### src/rtl/bcd_timer_pkg.sv
// Shared types and helpers for the BCD countdown timer.
package bcd_timer_pkg;

  localparam int unsigned DIGIT_W = 4;
  localparam logic [DIGIT_W-1:0] BCD_MAX = 4'd9;

  typedef enum logic [1:0] {
    S_IDLE  = 2'd0,
    S_RUN   = 2'd1,
    S_PAUSE = 2'd2,
    S_DONE  = 2'd3
  } state_e;

  // Saturate a non-decimal nibble to 9 so the counter only ever holds BCD.
  function automatic logic [DIGIT_W-1:0] clamp_digit(input logic [DIGIT_W-1:0] d);
    return (d > BCD_MAX) ? BCD_MAX : d;
  endfunction

endpackage

### src/rtl/bcd_digit_down.sv
// One BCD digit of the down-counter; digits chain through borrow_i/borrow_o.
module bcd_digit_down
  import bcd_timer_pkg::*;
(
  input  logic               clk,
  input  logic               rst_n,
  input  logic               load_i,
  input  logic [DIGIT_W-1:0] load_val_i,
  input  logic               dec_en_i,
  input  logic               borrow_i,
  output logic               borrow_o,
  output logic [DIGIT_W-1:0] digit_o
);

  logic [DIGIT_W-1:0] digit_q;
  logic [DIGIT_W-1:0] digit_d;

  // Load wins over decrement; 0 wraps to 9 and passes the borrow upward.
  always_comb begin
    digit_d = digit_q;
    if (load_i) begin
      digit_d = load_val_i;
    end else if (dec_en_i && borrow_i) begin
      digit_d = (digit_q == 4'd0) ? BCD_MAX : (digit_q - 4'd1);
    end
  end

  always_ff @(posedge clk or negedge rst_n) begin
    if (!rst_n) begin
      digit_q <= '0;
    end else begin
      digit_q <= digit_d;
    end
  end

  assign borrow_o = borrow_i && (digit_q == 4'd0);
  assign digit_o  = digit_q;

endmodule

### src/rtl/bcd_countdown_timer.sv
// Multi-digit BCD countdown timer with start/stop/load control and a done pulse.
// Optional periodic reload on expiry when AUTO_RELOAD_EN is defined.
module bcd_countdown_timer
  import bcd_timer_pkg::*;
#(
  parameter int unsigned N_DIGITS = 2
) (
  input  logic                  clk,
  input  logic                  reset,
  input  logic                  load,
  input  logic [4*N_DIGITS-1:0] preset_value,
  input  logic                  start,
  input  logic                  stop,
  input  logic                  tick,
  output logic [4*N_DIGITS-1:0] count,
  output logic                  running,
  output logic                  zero,
  output logic                  done
);

  localparam int unsigned CW = 4 * N_DIGITS;

  state_e          state_q;
  state_e          state_d;
  logic            done_q;
  logic            done_d;
  logic            running_q;
  logic            dec_en;
  logic            dig_load;
  logic            count_nz;
  logic            reload_nz;
  logic [CW-1:0]   count_w;
  logic [CW-1:0]   preset_clamped;
  logic [CW-1:0]   load_val;
  logic [N_DIGITS:0] borrow;

  // The lowest digit always decrements; the chain's final borrow means all digits are zero.
  assign borrow[0] = 1'b1;
  assign count_nz  = ~borrow[N_DIGITS];

  for (genvar g = 0; g < N_DIGITS; g++) begin : g_digit
    assign preset_clamped[4*g +: 4] = clamp_digit(preset_value[4*g +: 4]);

    bcd_digit_down u_digit (
      .clk       (clk),
      .rst_n     (reset),
      .load_i    (dig_load),
      .load_val_i(load_val[4*g +: 4]),
      .dec_en_i  (dec_en),
      .borrow_i  (borrow[g]),
      .borrow_o  (borrow[g+1]),
      .digit_o   (count_w[4*g +: 4])
    );
  end

`ifdef AUTO_RELOAD_EN
  logic [CW-1:0] reload_q;
  logic          reload_hit;

  assign reload_nz  = (reload_q != '0);
  assign reload_hit = done_d && reload_nz;
  assign dig_load   = load || reload_hit;
  assign load_val   = load ? preset_clamped : reload_q;

  always_ff @(posedge clk or negedge reset) begin
    if (!reset) begin
      reload_q <= '0;
    end else if (load) begin
      reload_q <= preset_clamped;
    end
  end
`else
  assign reload_nz = 1'b0;
  assign dig_load  = load;
  assign load_val  = preset_clamped;
`endif

  // Control: load > stop > start > tick; a zero reload value behaves like no reload.
  always_comb begin
    state_d = state_q;
    done_d  = 1'b0;
    dec_en  = 1'b0;
    if (load) begin
      state_d = S_IDLE;
    end else begin
      case (state_q)
        S_IDLE: begin
          if (!stop && start && count_nz) begin
            state_d = S_RUN;
          end
        end
        S_RUN: begin
          if (stop) begin
            state_d = S_PAUSE;
          end else if (tick && count_nz) begin
            dec_en = 1'b1;
            if (count_w == CW'(1)) begin
              done_d  = 1'b1;
              state_d = reload_nz ? S_RUN : S_DONE;
            end
          end
        end
        S_PAUSE: begin
          if (!stop && start) begin
            state_d = S_RUN;
          end
        end
        S_DONE: begin
          state_d = S_DONE;
        end
        default: begin
          state_d = S_IDLE;
        end
      endcase
    end
  end

  always_ff @(posedge clk or negedge reset) begin
    if (!reset) begin
      state_q   <= S_IDLE;
      done_q    <= 1'b0;
      running_q <= 1'b0;
    end else begin
      state_q   <= state_d;
      done_q    <= done_d;
      running_q <= (state_d == S_RUN);
    end
  end

  assign count   = count_w;
  assign zero    = (count_w == '0);
  assign running = running_q;
  assign done    = done_q;

endmodule

### config.mk
export PLATFORM = sky130hd
export DESIGN_NAME = bcd_countdown_timer
export DESIGN_NICKNAME = d
export VERILOG_FILES = /design/src/rtl/bcd_timer_pkg.sv /design/src/rtl/bcd_digit_down.sv /design/src/rtl/bcd_countdown_timer.sv
export SDC_FILE = /design/constraint.sdc
export NUM_CORES = 1
export LEC_CHECK = 0
export ABC_AREA = 1
export BUFFER_PORTS_ARGS = -buffer_cell sky130_fd_sc_hd__buf_4
export CAP_MARGIN = 20
export CORE_UTILIZATION = 45
export CTS_CLUSTER_SIZE = 40
export DETAILED_ROUTE_END_ITERATION = 6
export PLACE_DENSITY = 0.73
export SYNTH_ARGS = -nofsm -noshare
export SYNTH_HDL_FRONTEND = slang
export SYNTH_SLANG_ARGS = --single-unit
### constraint.sdc
create_clock -name clk -period 1.4 [get_ports clk]
set_input_delay 0.14 -clock clk [delete_from_list [all_inputs] [get_ports clk]]
set_output_delay 0.14 -clock clk [all_outputs]
set_load 0.005 [all_outputs]
Word level (Yosys, flattened, before mapping)
Index checks and enable logic that the tools add are counted.
Cells by class
  muxes and demuxes: 24
  add/sub/neg operators: 2
  $lt $le $gt $ge: 2
  eq/ne operators: 5
  reductions and logical operators: 12
  bitwise gates (word level): 1
Operators by type and width (number)
  4-bit two-way mux: 8
  2-bit two-way mux: 6
  1-bit two-way mux: 9
  8-bit by 1-bit equality test with 1-bit output (second input constant): 1
  4-bit greater-than comparator (second input constant): 2
  4-bit zero test: 2
  8-bit zero test: 1
  2-bit one-hot mux with 4 select lines: 1
  4-bit by 1-bit subtractor with 4-bit output (second input constant): 2
  1-bit logical AND: 5
  2-bit by 1-bit equality test with 1-bit output (second input constant): 2
  2-bit equality test (second input constant): 2
  2-bit nonzero test: 2
  2-bit zero test: 1
  1-bit zero test: 1
  1-bit inverter: 1
Word-level totals
  output and inout port bits: 11
  flip-flop bits (word level): 12
  word-level logic and storage cells: 51
  bits of input ports: 14

Depth between registers and ports, before layout
  word-level depth: 11
  depth in mapped cells: 9
  depth with buffers taken out: 9

Hierarchy
From an unflattened synthesis, not the netlist that was laid out.
Unflattened totals
  cells, all modules: 138
  area total of the unflattened synthesis: 859.6 um^2
Modules (own cells, without submodules)
  bcd_digit_down: seq. area each 100.1 um^2, times used 2, cells each 39, area each 257.7 um^2
  bcd_countdown_timer: seq. area each 100.1 um^2, times used 1, cells each 60, area each 344.1 um^2

Worst setup path after synthesis
Ideal clock, no wire load.
  kind: flip-flop to flip-flop
  start: register g_digit[0].u_digit.digit_q[1]
  end: register g_digit[0].u_digit.digit_q[2]
  setup time: 0.120 ns
  period minus slack after synthesis: 1.230 ns
  path slack: 0.170 ns
  required time: 1.280 ns
  cell stages (with the launch flop): 10
  data arrival time: 1.110 ns
  path buffers: 1
  cell sequence: dfrtp_1 nor2_4 nand2_4 inv_4 nand2_4 nand3_4 nand2_4 buf_12 nand2_2 o21ai_2
Between the ends
  longest elaborated chain between the ends: 9
  elaborated cells between the ends (all ways): 13
  classes of those cells: add/sub: 1; mux: 7; bitwise: 1; reduce/logical: 4
Ends and longest elaborated chain
  start, declared: RTL line bcd_digit_down.sv:15  | logic [DIGIT_W-1:0] digit_q;
  start signal, assigned: RTL line bcd_digit_down.sv:32  | digit_q <= digit_d;
  4-bit zero test: RTL line bcd_digit_down.sv:24, bcd_digit_down.sv:36
  1-bit logical AND: RTL line bcd_digit_down.sv:36  | assign borrow_o = borrow_i && (digit_q == 4'd0);
  1-bit inverter: RTL line bcd_countdown_timer.sv:39  | assign count_nz = ~borrow[N_DIGITS];
  1-bit logical AND: RTL line bcd_countdown_timer.sv:95  | end else if (tick && count_nz) begin
  1-bit two-way mux: RTL line bcd_countdown_timer.sv:95
  1-bit two-way mux: RTL line bcd_countdown_timer.sv:93  | if (stop) begin
  1-bit two-way mux: RTL line bcd_countdown_timer.sv:86  | case (state_q)
  1-bit two-way mux: RTL line bcd_countdown_timer.sv:83  | if (load) begin
  2-bit nonzero test (no line)
Parallel ways exist; a longest one is shown, timed or not. The select of a mux whose other input is x is not followed.
A chain may end at the register's enable or synchronous reset.

Worst setup path in the final report
  start: register g_digit[0].u_digit.digit_q[0]
  end: output zero
Between the ends
  longest elaborated chain between the ends: 1
Ends and longest elaborated chain
  8-bit zero test: RTL line bcd_countdown_timer.sv:131  | assign zero = (count_w == '0);
  end, declared: RTL line bcd_countdown_timer.sv:17  | output logic zero,
No other way between the ends.

==> impl_results.rst <==
.. list-table::
   :header-rows: 1

   * - Metric
     - Value
   * - Total placed cells including tap cells
     - 167
   * - Least-Margin Pin Slew
     - 0.287 ns
   * - Achievable clock frequency
     - 0.724 GHz
   * - Startpoint Class
     - register
   * - Min-Delay Path Depth
     - 3
   * - DIE HEIGHT
     - 45.9 um
   * - RSZ-0062 raised after global routing
     - true
   * - Post-synthesis register bit count
     - 12
   * - Clk buf depth
     - 2
   * - Highest fanout seen on the critical path
     - 5
   * - Largest net degree at the start of global routing
     - 14
   * - Number of endpoints failing setup at the final stage
     - 0
   * - Number of cell rows
     - 15
   * - Number of global-route vias before repair
     - 778
   * - Yosys cell types
     - 20
   * - DIE WIDTH
     - 45.9 um
   * - Placer's final routability congestion estimate
     - just over 0.8
   * - Number of max-slew violations in the final report
     - 0
   * - First-pass DRT Iterations
     - 4
   * - Worst endpoint data arrival time
     - 1.24 ns
   * - Signed area change from the synthesized netlist to the final layout
     - 38.3%
   * - Largest cells by area after synthesis
     - sky130_fd_sc_hd__dfrtp_1 (35%), sky130_fd_sc_hd__nand2_1 (13%), sky130_fd_sc_hd__o21ai_0 (5.2%), sky130_fd_sc_hd__inv_1 (5.2%), sky130_fd_sc_hd__nor2_1 (4.8%)
   * - Total global-route track usage
     - 19.6%
   * - Clock root cell
     - sky130_fd_sc_hd__clkbuf_4
   * - Post-detailed-route DRC marker count
     - 0
   * - Area enclosed by the die boundary
     - 2110 um2
   * - Wire length reported by the detailed router
     - ~1900 um
   * - Critical path class
     - reg -> out
   * - Starting density of the core
     - between 40% and 50%
   * - Total number of vias
     - 844
   * - Tcrit/Tclk final
     - 98.7%
   * - Ant diodes
     - 0
   * - Total number of yosys warnings
     - 0
   * - Maximum ir drop on the vdd rail
     - 0.765 mV
   * - Antenna violations before repair
     - 0
   * - Status
     - finished, final reports clean
   * - P per Cell Area
     - 1300 nW/um2
   * - Required time reported for the critical path endpoint
     - 1.26 ns
   * - Starting DRT DRC Count
     - 11
   * - Number of cells traversed by the worst register-to-register path
     - 7
   * - Most frequent standard cell in the layout excluding fill and tap cells
     - sky130_fd_sc_hd__buf_4
   * - Routed via count divided by cell count
     - 4.77
   * - Average routed wire per standard cell
     - 10.6 um
   * - WP depth
     - 4
   * - Clock slew at reported path FFs
     - 0.08 ns
   * - Largest area contributor in the netlist
     - sky130_fd_sc_hd__dfrtp_1
   * - Delay-heaviest family, CP
     - flip-flops
   * - Crit path buffers/inverters
     - 1
   * - Final cell count without fillers
     - 177
   * - Total CTS buffers
     - 3
   * - Part of the Yosys area used for sequential elements
     - 34.6%
   * - Leakage component of the power
     - 0.000634 uW
   * - Relative slew slack
     - 80.8%
   * - CP endpoint kind
     - output port
   * - Min-delay worst type
     - in -> reg
   * - Final global-route overflow total
     - 0
   * - Clock tree from TritonCTS
     - yes
   * - Placed wire-length estimate
     - 1410 um
   * - Total power
     - 1560 uW
   * - Synthesized area divided by synthesized cell count
     - 7.55 um2
   * - Nets in the synthesized netlist
     - 129
   * - Sequence of cells on the critical path
     - nor2_4 -> nand2_4 -> nor2_2 -> buf_4
   * - Period minus WS final
     - 1.38 ns
   * - Netlist Area Pre-Place
     - 868 um2
   * - Post-synthesis cell count
     - roughly 120
   * - Area of the core
     - 1760 um2
   * - Post-synth top area share
     - 34.6%
   * - Cell with the largest stage delay on the worst path
     - sky130_fd_sc_hd__dfrtp_2
   * - Commonest non-fill, non-tap cells in the layout
     - sky130_fd_sc_hd__buf_4 (34), sky130_fd_sc_hd__nand2_1 (29), sky130_fd_sc_hd__inv_1 (12)
   * - Clock network latency to the later pin of the worst-skew pair
     - 0.27 ns
   * - Top-Level Pins
     - 25
   * - Max-capacitance violation count
     - 0
   * - Worst Skew
     - 0.00219 ns
   * - Maximum single-stage delay on the critical path
     - 0.45 ns
   * - Count of input and output buffers
     - 24
   * - Deepest level of the CTS H-tree
     - 1
   * - Post-route antenna net violation count
     - 0
   * - Wire length of the first global-routing pass
     - 2970 um
   * - Clock Sinks
     - 12
   * - Count of final hold-check violations
     - 0
   * - Final layout net count
     - 167
   * - Share of layout cells above drive strength 1
     - 46.7%
[layout make-up]
type,count,area [um2]
fill,149,563
multi-input combinational,84,500
sequential,12,302
timing repair buffer,35,265
inverter,17,66.3
clock buffer,4,36.3
tap,25,31.3
[per-layer routing]
layer / global-route usage (%) / vias up / wire [um]
li1: - / 434 / -
met1: 21.7 / 385 / 794
met2: 35.8 / 23 / 1000
met3: 3.57 / 2 / 72
met4: 8.24 / 0 / 13
met5: 0 / - / 0
[registers in the layout (all words and copies together) (netlist names)]
register / flops
running: 1
g_digit.u_digit.digit_o: 8
done: 1
state_q: 2
[final timing paths]
check                           slack, ns                                 startpoint                                         to
worst max-delay path                 0.02  g_digit[0].u_digit.digit_o[0]$_DFFE_PN0P_                                       zero
worst min-delay path                 0.17                                       tick                             done$_DFF_PN0_
worst max register to register       0.06  g_digit[0].u_digit.digit_o[1]$_DFFE_PN0P_                          running$_DFF_PN0_
worst min register to register       0.53  g_digit[1].u_digit.digit_o[3]$_DFFE_PN0P_  g_digit[1].u_digit.digit_o[3]$_DFFE_PN0P_
max in group asynchronous            0.99                                      reset  g_digit[0].u_digit.digit_o[0]$_DFFE_PN0P_
min in group asynchronous            0.24                                      reset  g_digit[0].u_digit.digit_o[1]$_DFFE_PN0P_
[synthesized netlist by cell type (all sizes together)]
cell type  instances
nand4              1
nand2             38
xor2               2
nor2              15
nand3             12
a21oi              3
inv               17
dfrtp             12
o21ai             13
buf                2
[tightest hold or removal path: cells and delay by family]
kind	cells	cell delay (ns)
and+or+nand+nor	2	0.15
buffers and inverters	1	0.12
[what timing repair did]
| item | 4_1_cts | 5_1_grt |
|---|---|---|
| hold buffers | 1 | 0 |
| endpoints found under the setup margin | 1 | 7 |
| gates resized for setup | 3 | 6 |
| buffers inserted | 1 | 4 |
| hold endpoints to repair | 12 | 0 |
| pin swaps | 0 | 1 |
[kinds of logic (layout without fill, tap and decap cells)]
logic type             count (synthesis)  in the layout  share of synthesized area [%]
AND/OR/NAND/NOR                       66             66                           41.2
buffers and inverters                 19             56                           11.2
AO/OA/AOI/OAI                         16             16                           10.9
flip-flops                            12             12                           34.6
XOR/XNOR                               2              2                           2.02
[stage by stage]
stage / util, % / instance area, um2 / setup TNS (ns) / setup WS, ns / hold WS (ns)
after global routing: 68.1 / 1200 / -0.0625 / -0.0363 / 0.170
after floorplan: - / 868 / 0 / 0.170 / -0.156
after CTS: 65.1 / 1150 / 0 / 0.0183 / 0.142
final: 68.1 / 1200 / 0 / 0.0189 / 0.170
after global placement: 61.6 / 1090 / 0 / 0.0874 / -0.0132
after detailed placement: 61.6 / 1090 / 0 / 0.0424 / -0.00952
[power by group]
group	total (uW)	internal (uW)	switching, uW
combinational	783	379	404
clock	282	158	124
sequential	492	418	73.6
total	1560	955	602
(Power assumes the default switching activity.)
